### src/rtl/multiplier_unit_if.sv
// multiplier_unit_if: operand/result bundle for multiplier_unit; carries busy when MULT_BUSY_EN is defined
interface multiplier_unit_if #(parameter int parallelism = 32);
    logic                       valid;
    logic                       usigned;
    logic [parallelism-1:0]     multiplier;
    logic [parallelism-1:0]     multiplicand;
    logic [2*parallelism-1:0]   product;
    logic                       res_ready;
`ifdef MULT_BUSY_EN
    logic                       busy;
    modport master (output valid, usigned, multiplier, multiplicand, input product, res_ready, busy);
    modport slave  (input valid, usigned, multiplier, multiplicand, output product, res_ready, busy);
`else
    modport master (output valid, usigned, multiplier, multiplicand, input product, res_ready);
    modport slave  (input valid, usigned, multiplier, multiplicand, output product, res_ready);
`endif
endinterface

### src/rtl/multiplier_unit.sv
// multiplier_unit: iterative radix-2 Booth multiplier, signed/unsigned; optional busy output under MULT_BUSY_EN
module multiplier_unit #(parameter int parallelism = 32) (
    input logic              clk,
    input logic              rst,
    multiplier_unit_if.slave bus
);
    localparam int CW = $clog2(parallelism + 2);
    localparam logic [1:0] IDLE = 2'd0;
    localparam logic [1:0] RUN  = 2'd1;
    localparam logic [1:0] DONE = 2'd2;
    logic [1:0]               state_q, state_d;
    logic [CW-1:0]            cnt_q, cnt_d;
    logic [parallelism+1:0]   acc_q, acc_d, mcand_q, mcand_d, sum;
    logic [parallelism:0]     q_q, q_d;
    logic                     qm1_q, qm1_d;
    logic [2*parallelism-1:0] product_q, product_d;
    logic                     ext_a, ext_b;
    // next-state: operand load, one Booth add/sub + arithmetic shift per RUN cycle, result capture
    always_comb begin
        ext_a     = ~bus.usigned & bus.multiplicand[parallelism-1];
        ext_b     = ~bus.usigned & bus.multiplier[parallelism-1];
        sum       = ({q_q[0], qm1_q} == 2'b01) ? acc_q + mcand_q :
                    ({q_q[0], qm1_q} == 2'b10) ? acc_q - mcand_q : acc_q;
        state_d   = state_q;
        cnt_d     = cnt_q;
        acc_d     = acc_q;
        mcand_d   = mcand_q;
        q_d       = q_q;
        qm1_d     = qm1_q;
        product_d = product_q;
        if (state_q == IDLE && bus.valid) begin
            mcand_d = {ext_a, ext_a, bus.multiplicand};
            q_d     = {ext_b, bus.multiplier};
            acc_d   = '0;
            qm1_d   = 1'b0;
            cnt_d   = '0;
            state_d = RUN;
        end else if (state_q == RUN && cnt_q == CW'(parallelism + 1)) begin
            product_d = {acc_q[parallelism-2:0], q_q};
            state_d   = DONE;
        end else if (state_q == RUN) begin
            acc_d = {sum[parallelism+1], sum[parallelism+1:1]};
            q_d   = {sum[0], q_q[parallelism:1]};
            qm1_d = q_q[0];
            cnt_d = cnt_q + CW'(1);
        end else if (state_q == DONE) begin
            state_d = IDLE;
        end
    end
    // state registers; reset aborts any operation in flight
    always_ff @(posedge clk or posedge rst) begin
        if (rst) begin
            state_q   <= IDLE;
            cnt_q     <= '0;
            acc_q     <= '0;
            mcand_q   <= '0;
            q_q       <= '0;
            qm1_q     <= 1'b0;
            product_q <= '0;
        end else begin
            state_q   <= state_d;
            cnt_q     <= cnt_d;
            acc_q     <= acc_d;
            mcand_q   <= mcand_d;
            q_q       <= q_d;
            qm1_q     <= qm1_d;
            product_q <= product_d;
        end
    end
    assign bus.product   = product_q;
    assign bus.res_ready = state_q == DONE;
`ifdef MULT_BUSY_EN
    assign bus.busy      = state_q != IDLE;
`endif
endmodule

### src/flat_wrapper.sv
// flat-port wrapper written by rule: the top's interface ports become plain ports
module multiplier_unit_flat 
#(parameter int parallelism = 32)
  (clk, rst, bus_valid, bus_usigned, bus_multiplier, bus_multiplicand, bus_product, bus_res_ready);
  multiplier_unit_if #(.parallelism(parallelism)) bus_i ();
  input logic clk;
  input logic rst;
  input wire logic [$bits(bus_i.valid)-1:0] bus_valid;
  input wire logic [$bits(bus_i.usigned)-1:0] bus_usigned;
  input wire logic [$bits(bus_i.multiplier)-1:0] bus_multiplier;
  input wire logic [$bits(bus_i.multiplicand)-1:0] bus_multiplicand;
  output wire logic [$bits(bus_i.product)-1:0] bus_product;
  output wire logic [$bits(bus_i.res_ready)-1:0] bus_res_ready;
  assign bus_i.valid = bus_valid;
  assign bus_i.usigned = bus_usigned;
  assign bus_i.multiplier = bus_multiplier;
  assign bus_i.multiplicand = bus_multiplicand;
  assign bus_product = bus_i.product;
  assign bus_res_ready = bus_i.res_ready;
  multiplier_unit #(.parallelism(parallelism)) u_core (.clk(clk), .rst(rst), .bus(bus_i));
endmodule
### config.mk
export PLATFORM = sky130hd
export DESIGN_NAME = multiplier_unit_flat
export DESIGN_NICKNAME = d
export VERILOG_FILES = /design/src/rtl/multiplier_unit_if.sv /design/src/rtl/multiplier_unit.sv /design/src/flat_wrapper.sv
export SDC_FILE = /design/constraint.sdc
export NUM_CORES = 1
export LEC_CHECK = 0
export CORE_ASPECT_RATIO = 2
export CORE_MARGIN = 2
export CORE_UTILIZATION = 57
export CTS_BUF_LIST = sky130_fd_sc_hd__clkbuf_16
export DETAILED_ROUTE_END_ITERATION = 10
export HOLD_SLACK_MARGIN = 0.08
export PLACE_DENSITY = 0.81
export SETUP_SLACK_MARGIN = 0.1
export SLEW_MARGIN = 20
export SYNTH_ARGS = -nofsm -noshare
export SYNTH_HDL_FRONTEND = slang
export SYNTH_SLANG_ARGS = --single-unit
### constraint.sdc
create_clock -name clk -period 8.9 [get_ports clk]
set_clock_uncertainty 0.15 [all_clocks]
set_input_delay 2.67 -clock clk [delete_from_list [all_inputs] [get_ports clk]]
set_output_delay 2.67 -clock clk [all_outputs]
set_load 0.01 [all_outputs]
# --- Yosys cells after proc, flatten, opt, wreduce, memory -nomap -nowiden ---
# Index checks and enable logic that the tools add are counted.
classes:
  addsub: 3
  eq_ne: 7
  mux: 18
  bitwise: 4
  n_reduce_logical: 8
ops:
  columns: ["operator", "count"]
  rows:
  - ["34-bit 2-to-1 mux", 5]
  - ["33-bit 2-to-1 mux", 3]
  - ["34-bit adder", 1]
  - ["34-bit subtractor", 1]
  - ["6-bit 2-to-1 mux", 3]
  - ["2-bit 2-to-1 mux", 4]
  - ["6-bit by 1-bit adder with 6-bit output, second input constant", 1]
  - ["6-bit equality test, second input constant", 1]
  - ["2-bit AND reduction", 3]
  - ["2-bit by 1-bit equality test with 1-bit output, second input constant", 2]
  - ["2-bit equality test, second input constant", 2]
  - ["1-bit 2-to-1 mux", 3]
  - ["3-bit by 2-bit != test with 1-bit output, second input constant", 1]
  - ["3-bit nonzero test", 1]
  - ["1-bit AND", 2]
  - ["1-bit logical AND", 2]
  - ["2-bit zero test", 1]
  - ["2-bit by 1-bit != test with 1-bit output, second input constant", 1]
  - ["1-bit inverter", 2]
  - ["2-bit nonzero test", 1]
totals:
  reg_bits: 173
  in_bits: 68
  out_inout_bits: 65
  word_cells: 47

# --- Logic depth before layout (Yosys ltp) ---
# Gate-level depths: netlist of run 1.
depth:
  depth_word: 6
  mapped_depth: 12
  mapped_depth_nobuf: 12

# --- Worst setup path after synthesis of run 1 ---
# OpenSTA, ideal clock, no wires.
synth_timing:
  path_type: "input -> register"
  start: "in bus_valid"
  end: "reg u_core.q_q[0]"
  setup_ns: 0.141
  arrival_time_ns: 3.791
  required_ns: 8.609
  setup_slack_ns: 4.818
  stages: 5
  path_buffers: 2
  cell_sequence: "nor2_1 > a211oi_1 > clkbuf_1 > buf_1 > a31oi_1"
synth_via:
  elab_chain_cells: 3
  word_cells_on_any_way: 5
  classes_between: "1 x eq/ne; 1 x mux; 3 x reduce/logical"
synth_lines:
  columns: ["element", "line_no", "rtl"]
  rows:
  - ["start, declared", "flat_wrapper.sv:8", "input wire logic [$bits(bus_i.valid)-1:0] bus_valid;"]
  - ["1-bit logical AND (*)", "multiplier_unit.sv:31", "if (state_q == IDLE && bus.valid) begin"]
  - ["2-bit by 1-bit != test with 1-bit output (no line) / 2-bit nonzero test (equally long branches)", null, null]
  - ["2-bit AND reduction (no line)", null, null]
  - ["end signal, assigned", "multiplier_unit.sv:65", "q_q <= q_d;"]
  - ["end, declared", "multiplier_unit.sv:14", "logic [parallelism:0] q_q, q_d;"]
# Mark *: on every way between the ends. The rest lies on a longest branch, timed or not.
# A chain may end at the register's enable or synchronous reset.

# --- Final worst setup path of run 1 ---
layout_timing:
  start: "in bus_valid"
  end: "reg u_core.acc_q[16]"
layout_via:
  elab_chain_cells: 3
  word_cells_on_any_way: 5
  classes_between: "1 x eq/ne; 1 x mux; 3 x reduce/logical"
layout_lines:
  columns: ["element", "line_no", "rtl"]
  rows:
  - ["1-bit logical AND (*)", "multiplier_unit.sv:31", null]
  - ["2-bit by 1-bit != test with 1-bit output (no line) / 2-bit nonzero test (equally long branches)", null, null]
  - ["2-bit AND reduction (no line)", null, null]
  - ["end signal, assigned", "multiplier_unit.sv:55", "acc_q <= '0;"]
  - ["end signal, assigned", "multiplier_unit.sv:63", "acc_q <= acc_d;"]
  - ["end, declared", "multiplier_unit.sv:13", "logic [parallelism+1:0] acc_q, acc_d, mcand_q, mcand_d, sum;"]
# Marks and branches as above.

==> results of run 1 <==
-- cells by family after synthesis --
logic type	Yosys count
AO/OA/AOI/OAI	392
XOR/XNOR	9
flip-flops	172
adder cells (fa/ha/maj)	72
AND/OR/NAND/NOR	375
multiplexers	71
buffers and inverters	153
-- report_power, final --
| part | leakage [nW] | switching (mW) | internal, mW | total (mW) |
|---|---|---|---|---|
| Sequential | 2.10 | 0.312 | 1.18 | 1.49 |
| Clock | 0.281 | 0.324 | 0.435 | 0.758 |
| Combinational | 3.27 | 2.37 | 1.54 | 3.91 |
| Total | 5.65 | 3.00 | 3.16 | 6.16 |
-- area by class of cell --
class / count / area share, %
Sequential cell: 172 / 33.4
Clock inverter: 13 / 1.15
Inverter: 75 / 2.22
Timing Repair Buffer: 140 / 10.7
Tap cell: 255 / 2.47
Multi-Input combinational cell: 919 / 46.8
Clock buffer: 17 / 3.30
-- metrics by stage --
| stage | setup WS [ns] | cell area, um^2 | hold slack (ns) |
|---|---|---|---|
| 6_report | 4.25 | 12900 | 0.353 |
| 2_1_floorplan | 1.42 | 10900 | 0.323 |
| 5_1_grt | 4.14 | 12900 | 0.364 |
| 3_5_place_dp | 3.81 | 12300 | 0.345 |
| 4_1_cts | 4.29 | 12900 | 0.359 |
| 3_3_place_gp | 3.86 | 12300 | 0.339 |
-- worst max-delay path, stage by stage --
cell and delay [ns]:
clkdlybuf4s50_1 0.50, nor2_1 0.09, a211o_1 0.56, buf_4 0.36
a32oi_1 0.18, o21ai_0 0.10, or3b_1 0.38
-- cell usage in the layout, fill, tap and decap left out, types with 13 or more instances in the layout --
master | Yosys | final
ha_1 | 70 | 70
a21oi_1 | 89 | 89
mux2_2 | 65 | 65
nor2_1 | 105 | 104
o21ai_0 | 111 | 111
nor4_1 | 16 | 15
nand2_1 | 166 | 166
clkbuf_16 | 0 | 17
nor2b_1 | 14 | 14
dfrtp_1 | 172 | 172
inv_1 | 74 | 74
clkdlybuf4s50_1 | 0 | 132
a31oi_1 | 32 | 32
nand3_1 | 13 | 13
a21o_1 | 14 | 14
-- worst paths after layout --
check | slack [ns] | cells after the start | end
min in group asynchronous | 2.66 | 2 | u_core.bus.product[4]
max reg2reg | 4.89 | 8 | u_core.acc_q[29]
max | 4.25 | 7 | u_core.acc_q[16]
min reg2reg | 0.35 | 1 | u_core.bus.product[44]
min | 0.35 | 1 | u_core.bus.product[44]
max in group asynchronous | 4.55 | 3 | u_core.bus.product[25]
-- metal layers --
layer | routed length, um | global-route usage, %
met5 | 0 | 0
met2 | 16700 | 57.2
met4 | 2090 | 22.6
met3 | 1660 | 6.33
met1 | 11100 | 32.8
-- flip-flops by register name (all words and copies together) (netlist names) --
signal / cells
u_core.q_q: 33
u_core.qm1_q: 1
u_core.mcand_q: 33
u_core.acc_q: 33
u_core.state_q: 2
u_core.bus.product: 64
u_core.cnt_q: 6
==> results.py, run 1 <==
metrics = {
    "yosys": {
        "synth_cell_type_count": 81,
        "synth.most_common_cell": "dfrtp_1",
        "yosys.area_share.simple_pct": 15.1,
        "yosysTopAreaCellShare_pct": 39.5,
        "synth_seq_area_share_pct": 39.5,
        "syn_inst": 1244,
        "synth_area_leaders": "dfrtp_1 (39%), ha_1 (8.0%), mux2_2 (6.7%), nand2_1 (5.7%), o21ai_0 (5.1%)",
        "synth_nets": 1384,
        "synth_top_family_by_area": "compound AO/OA/AOI/OAI gates",
        "syn_area_mm2": 0.0109,
        "synthMuxAreaShare_pct": 7.31,
        "yosys.area.top_type": "dfrtp_1",
        "syn_avg_cell_area_um2": 8.77,
        "synth_xor_area_share_pct": 0.723,
        "ys_ff_latch": 172,
        "ys_warn_count": 0,
        "synth_commonest_cells": "dfrtp_1 (172), nand2_1 (166), o21ai_0 (111)",
        "synth_edf_count": 0,
        "async_flop_share_pct": 100,
        "synth-compound-area-share_pct": 23.5,
        "synth_flop_cell": "dfrtp_1",
        "synthAdderAreaFrac_pct": 8.40,
    },
    "worst_setup_path": {
        "worstReg2RegStart": "u_core.q_q[0]",
        "critPathMaxFanout": 21,
        "arrival_ns": 4.84,
        "endpoint_kind": "flop",
        "critPathRequiredTime_ns": 9.09,
        "startpoint_type": "input port",
        "path_class": "input port to flop",
        "crit_start": "bus_valid",
    },
    "placed_design": {
        "port-buffer-count": 132,
        "gp_congestion": 0.978,
        "dp_hpwl_um": 22500,
        "place_inst": 1561,
    },
    "clock_tree": {
        "postCtsSetupBuffers": 0,
        "clkTransAtPathRegs_ns": 0.07,
        "cts_resized": 0,
        "numCtsBuffers": 17,
        "cts_tree": "yes",
        "htreeDepth": 4,
        "hold_buffers": 0,
        "cts_sinks": 172,
        "insertion_delay_ns": 0.46,
        "ctsRootBufferMaster": "clkbuf_16",
        "clock_path_buffers": 2,
    },
    "floorplan": {
        "rows": 71,
        "start_util_pct": 58.2,
        "die_area_mm2": 0.0203,
        "coreArea_mm2": 0.0187,
        "die_height_um": 200,
        "ios": 133,
        "die_x_um": 102,
    },
    "routing": {
        "drtIter0Drc": 659,
        "firstDrtPassIters": 7,
        "via_count": 9993,
        "ant_nets": 0,
        "routed_wl_um": 31500,
        "avgRoutedWirePerCell_um": 19.8,
        "drcViolationCount": 0,
        "avgViaCountPerCell": 6.28,
    },
    "timing": {
        "grt_setup_unrepaired": "no",
        "hold_violations": 0,
        "worst_pin_slew_ns": 1.08,
        "drv_slew": 0,
        "setup_viol": 0,
        "relSlewSlack_pct": 28.2,
        "fin_tns_setup_ns": 0,
        "finalCriticalPeriod_ns": 4.65,
        "timing.fmax_mhz": 215,
        "period_share_pct": 52.3,
    },
    "grt": {
        "grt_pass1_vias": 10348,
        "grt_antenna_before_repair": 0,
        "grt_use_total_pct": 32.2,
        "grt_overflow": 0,
        "grt_max_degree": 108,
        "grt_first_pass_wirelength_um": 50800,
    },
    "outcome": {
        "status": "finished, final reports clean",
    },
    "cells_and_area": {
        "seqCellArea_mm2": 0.00430,
        "drive_gt1_share_pct": 9.28,
        "nets": 1465,
        "filler_cell_count": 1496,
        "area_growth_pct": 18.3,
        "finalCoreUtilization_pct": 68.8,
        "multi_input_area_mm2": 0.00604,
        "antenna_cells": 0,
        "final_cells": 1591,
    },
    "power_and_ir_drop": {
        "powerDensity_mw_per_mm2": 477,
        "ir_worst_vdd_uv": 280,
        "power_mw": 6.16,
        "power_leakage_nw": 5.65,
    },
    "flow_run": {
        "drv_cap": 0,
    },
    "hold_path": {
        "hp-start": "u_core.bus.product[44]",
        "hold_path_class": "flop to flop",
    },
}
Power figures use the tool's default switching activity.
==> run 2: changes to the inputs <==
- clock period: 8.9 -> 4.76 ns (I/O delays scaled with it)
==> results.py, run 2 (synthesis results as in run 1) <==
metrics = {
    "outcome": {
        "status": "finished, final reports clean",
    },
    "timing": {
        "fin_tns_setup_ns": 0,
        "whs_ns": 0.356,
        "finalCriticalPeriod_ns": 3.45,
        "setup_viol": 0,
        "hold_violations": 0,
        "timing.fmax_mhz": 290,
        "relSlewSlack_pct": 20.0,
        "drv_slew": 0,
        "worst_pin_slew_ns": 1.19,
        "period_share_pct": 72.6,
        "grt_setup_unrepaired": "no",
        "finalWorstSetupSlack_ns": 1.31,
    },
    "power_and_ir_drop": {
        "combPwrFrac_pct": 63.9,
        "swShare_pct": 49.0,
        "powerDensity_mw_per_mm2": 891,
        "power_leakage_nw": 5.71,
        "clockPowerShare_pct": 12.0,
        "p_sw_mw": 5.68,
        "ir_worst_vdd_uv": 523,
        "power_frac_seq_pct": 24.1,
        "p_int_mw": 5.91,
    },
    "clock_tree": {
        "numCtsBuffers": 17,
        "htreeDepth": 4,
        "cts_resized": 0,
        "postCtsSetupBuffers": 0,
        "clkTransAtPathRegs_ns": 0.07,
        "insertion_delay_ns": 0.46,
        "cts_sinks": 172,
        "clock_path_buffers": 2,
        "cts_tree": "yes",
        "ctsRootBufferMaster": "clkbuf_16",
        "hold_buffers": 0,
    },
    "grt": {
        "grt_use_total_pct": 32.7,
        "use_met2_pct": 59.2,
        "top_usage_layer": "met2",
        "grt_antenna_before_repair": 0,
        "use_met3_pct": 7.17,
        "grt_max_degree": 103,
        "grt_first_pass_wirelength_um": 51000,
        "grt_overflow": 0,
        "gr-usage-met1_pct": 32.6,
        "grt_pass1_vias": 10260,
    },
    "flow_run": {
        "drv_cap": 0,
    },
    "worst_setup_path": {
        "endpoint_kind": "flop",
        "critPathMaxFanout": 5,
        "critPathRequiredTime_ns": 4.96,
        "path_class": "flop to flop",
        "arrival_ns": 3.66,
        "startpoint_type": "flop",
    },
    "cells_and_area": {
        "multi_input_area_mm2": 0.00603,
        "filler_cell_count": 1484,
        "area_growth_pct": 19.2,
        "finalCoreUtilization_pct": 69.3,
        "seqCellArea_mm2": 0.00430,
        "nets": 1475,
        "most-common-layout-cells": "dfrtp_1 (172), nand2_1 (166), clkdlybuf4s50_1 (132)",
        "final_cells": 1603,
        "final_common_cell": "dfrtp_1",
        "antenna_cells": 0,
        "largest_reg_flops": 64,
        "drive_gt1_share_pct": 9.87,
    },
    "routing": {
        "ant_nets": 0,
        "firstDrtPassIters": 7,
        "via_count": 9974,
        "routed_wl_um": 32500,
        "drtIter0Drc": 557,
        "avgViaCountPerCell": 6.22,
        "drcViolationCount": 0,
        "avgRoutedWirePerCell_um": 20.3,
    },
    "placed_design": {
        "post-place-ws_ns": 1.25,
        "gp_congestion": 0.988,
        "dp_hpwl_um": 23600,
        "port-buffer-count": 132,
        "place_inst": 1571,
    },
    "floorplan": {
        "die_x_um": 102,
        "start_util_pct": 58.2,
        "rows": 71,
        "ios": 133,
        "die_height_um": 200,
        "coreArea_mm2": 0.0187,
        "die_area_mm2": 0.0203,
    },
    "hold_path": {
        "hold_path_class": "flop to flop",
    },
}
run 2: cell count changes in the layout (fill, tap and decap cells not counted), moves of 2 or more:
cell,change
inv_8,+2
clkinv_4,+2
buf_4,+8
clkinv_2,-2
buf_12,+2
run 2: final cells by class:
cell class              instances  share of cell area, %
clock buffers                  17                   3.27
clock inverters                15                   1.15
repair buffers                150                   11.4
inverters                      75                   2.20
multi-input cells             919                   46.4
well taps                     255                   2.46
flip-flops and latches        172                   33.1
run 2: stage by stage:
step                      power [mW]  instance area, um^2
after floorplan                 7.68                10900
after global placement          9.91                12400
after detailed placement        10.0                12400
after CTS                       11.5                13000
after global routing            12.4                13000
final                           11.6                13000
run 2: routing by layer:
| metal | wire (um) | vias to the layer above |
|---|---|---|
| li1 | - | 4630 |
| met1 | 11200 | 4833 |
| met3 | 1870 | 123 |
| met2 | 17400 | 388 |
| met4 | 2000 | 0 |
| met5 | 0 | - |
run 2: final timing paths:
| check | from | end | slack, ns | cells after the start |
|---|---|---|---|---|
| worst min register to register | u_core.bus.product[46] | u_core.bus.product[46] | 0.36 | 1 |
| max in group asynchronous | rst | u_core.cnt_q[4] | 2.32 | 3 |
| worst max-delay path | u_core.acc_q[0] | u_core.acc_q[29] | 1.31 | 12 |
| min in group asynchronous | rst | u_core.bus.product[52] | 1.30 | 2 |
| worst max register to register | u_core.acc_q[0] | u_core.acc_q[29] | 1.31 | 12 |
| worst min-delay path | u_core.bus.product[46] | u_core.bus.product[46] | 0.36 | 1 |
run 2: power groups by stage:
| stage | logic [mW] | registers [mW] | clock network, mW |
|---|---|---|---|
| 2_1_floorplan | 4.94 | 2.74 | 0 |
| 3_3_place_gp | 7.15 | 2.76 | 0 |
| 3_5_place_dp | 7.23 | 2.80 | 0 |
| 4_1_cts | 7.28 | 2.79 | 1.41 |
| 5_1_grt | 8.04 | 2.88 | 1.46 |
| 6_report | 7.40 | 2.79 | 1.39 |
run 2: worst max-delay path, cell delays in order, from the launching register on:
cell      delay (ns)
dfrtp_1         0.39
ha_1            0.17
inv_1           0.06
fa_1            0.47
o21ba_2         0.24
a2111o_1        0.47
a21oi_2         0.26
a21o_1          0.20
a311o_1         0.26
nand2_1         0.14
o31ai_1         0.25
nand2_1         0.09
a22o_1          0.19
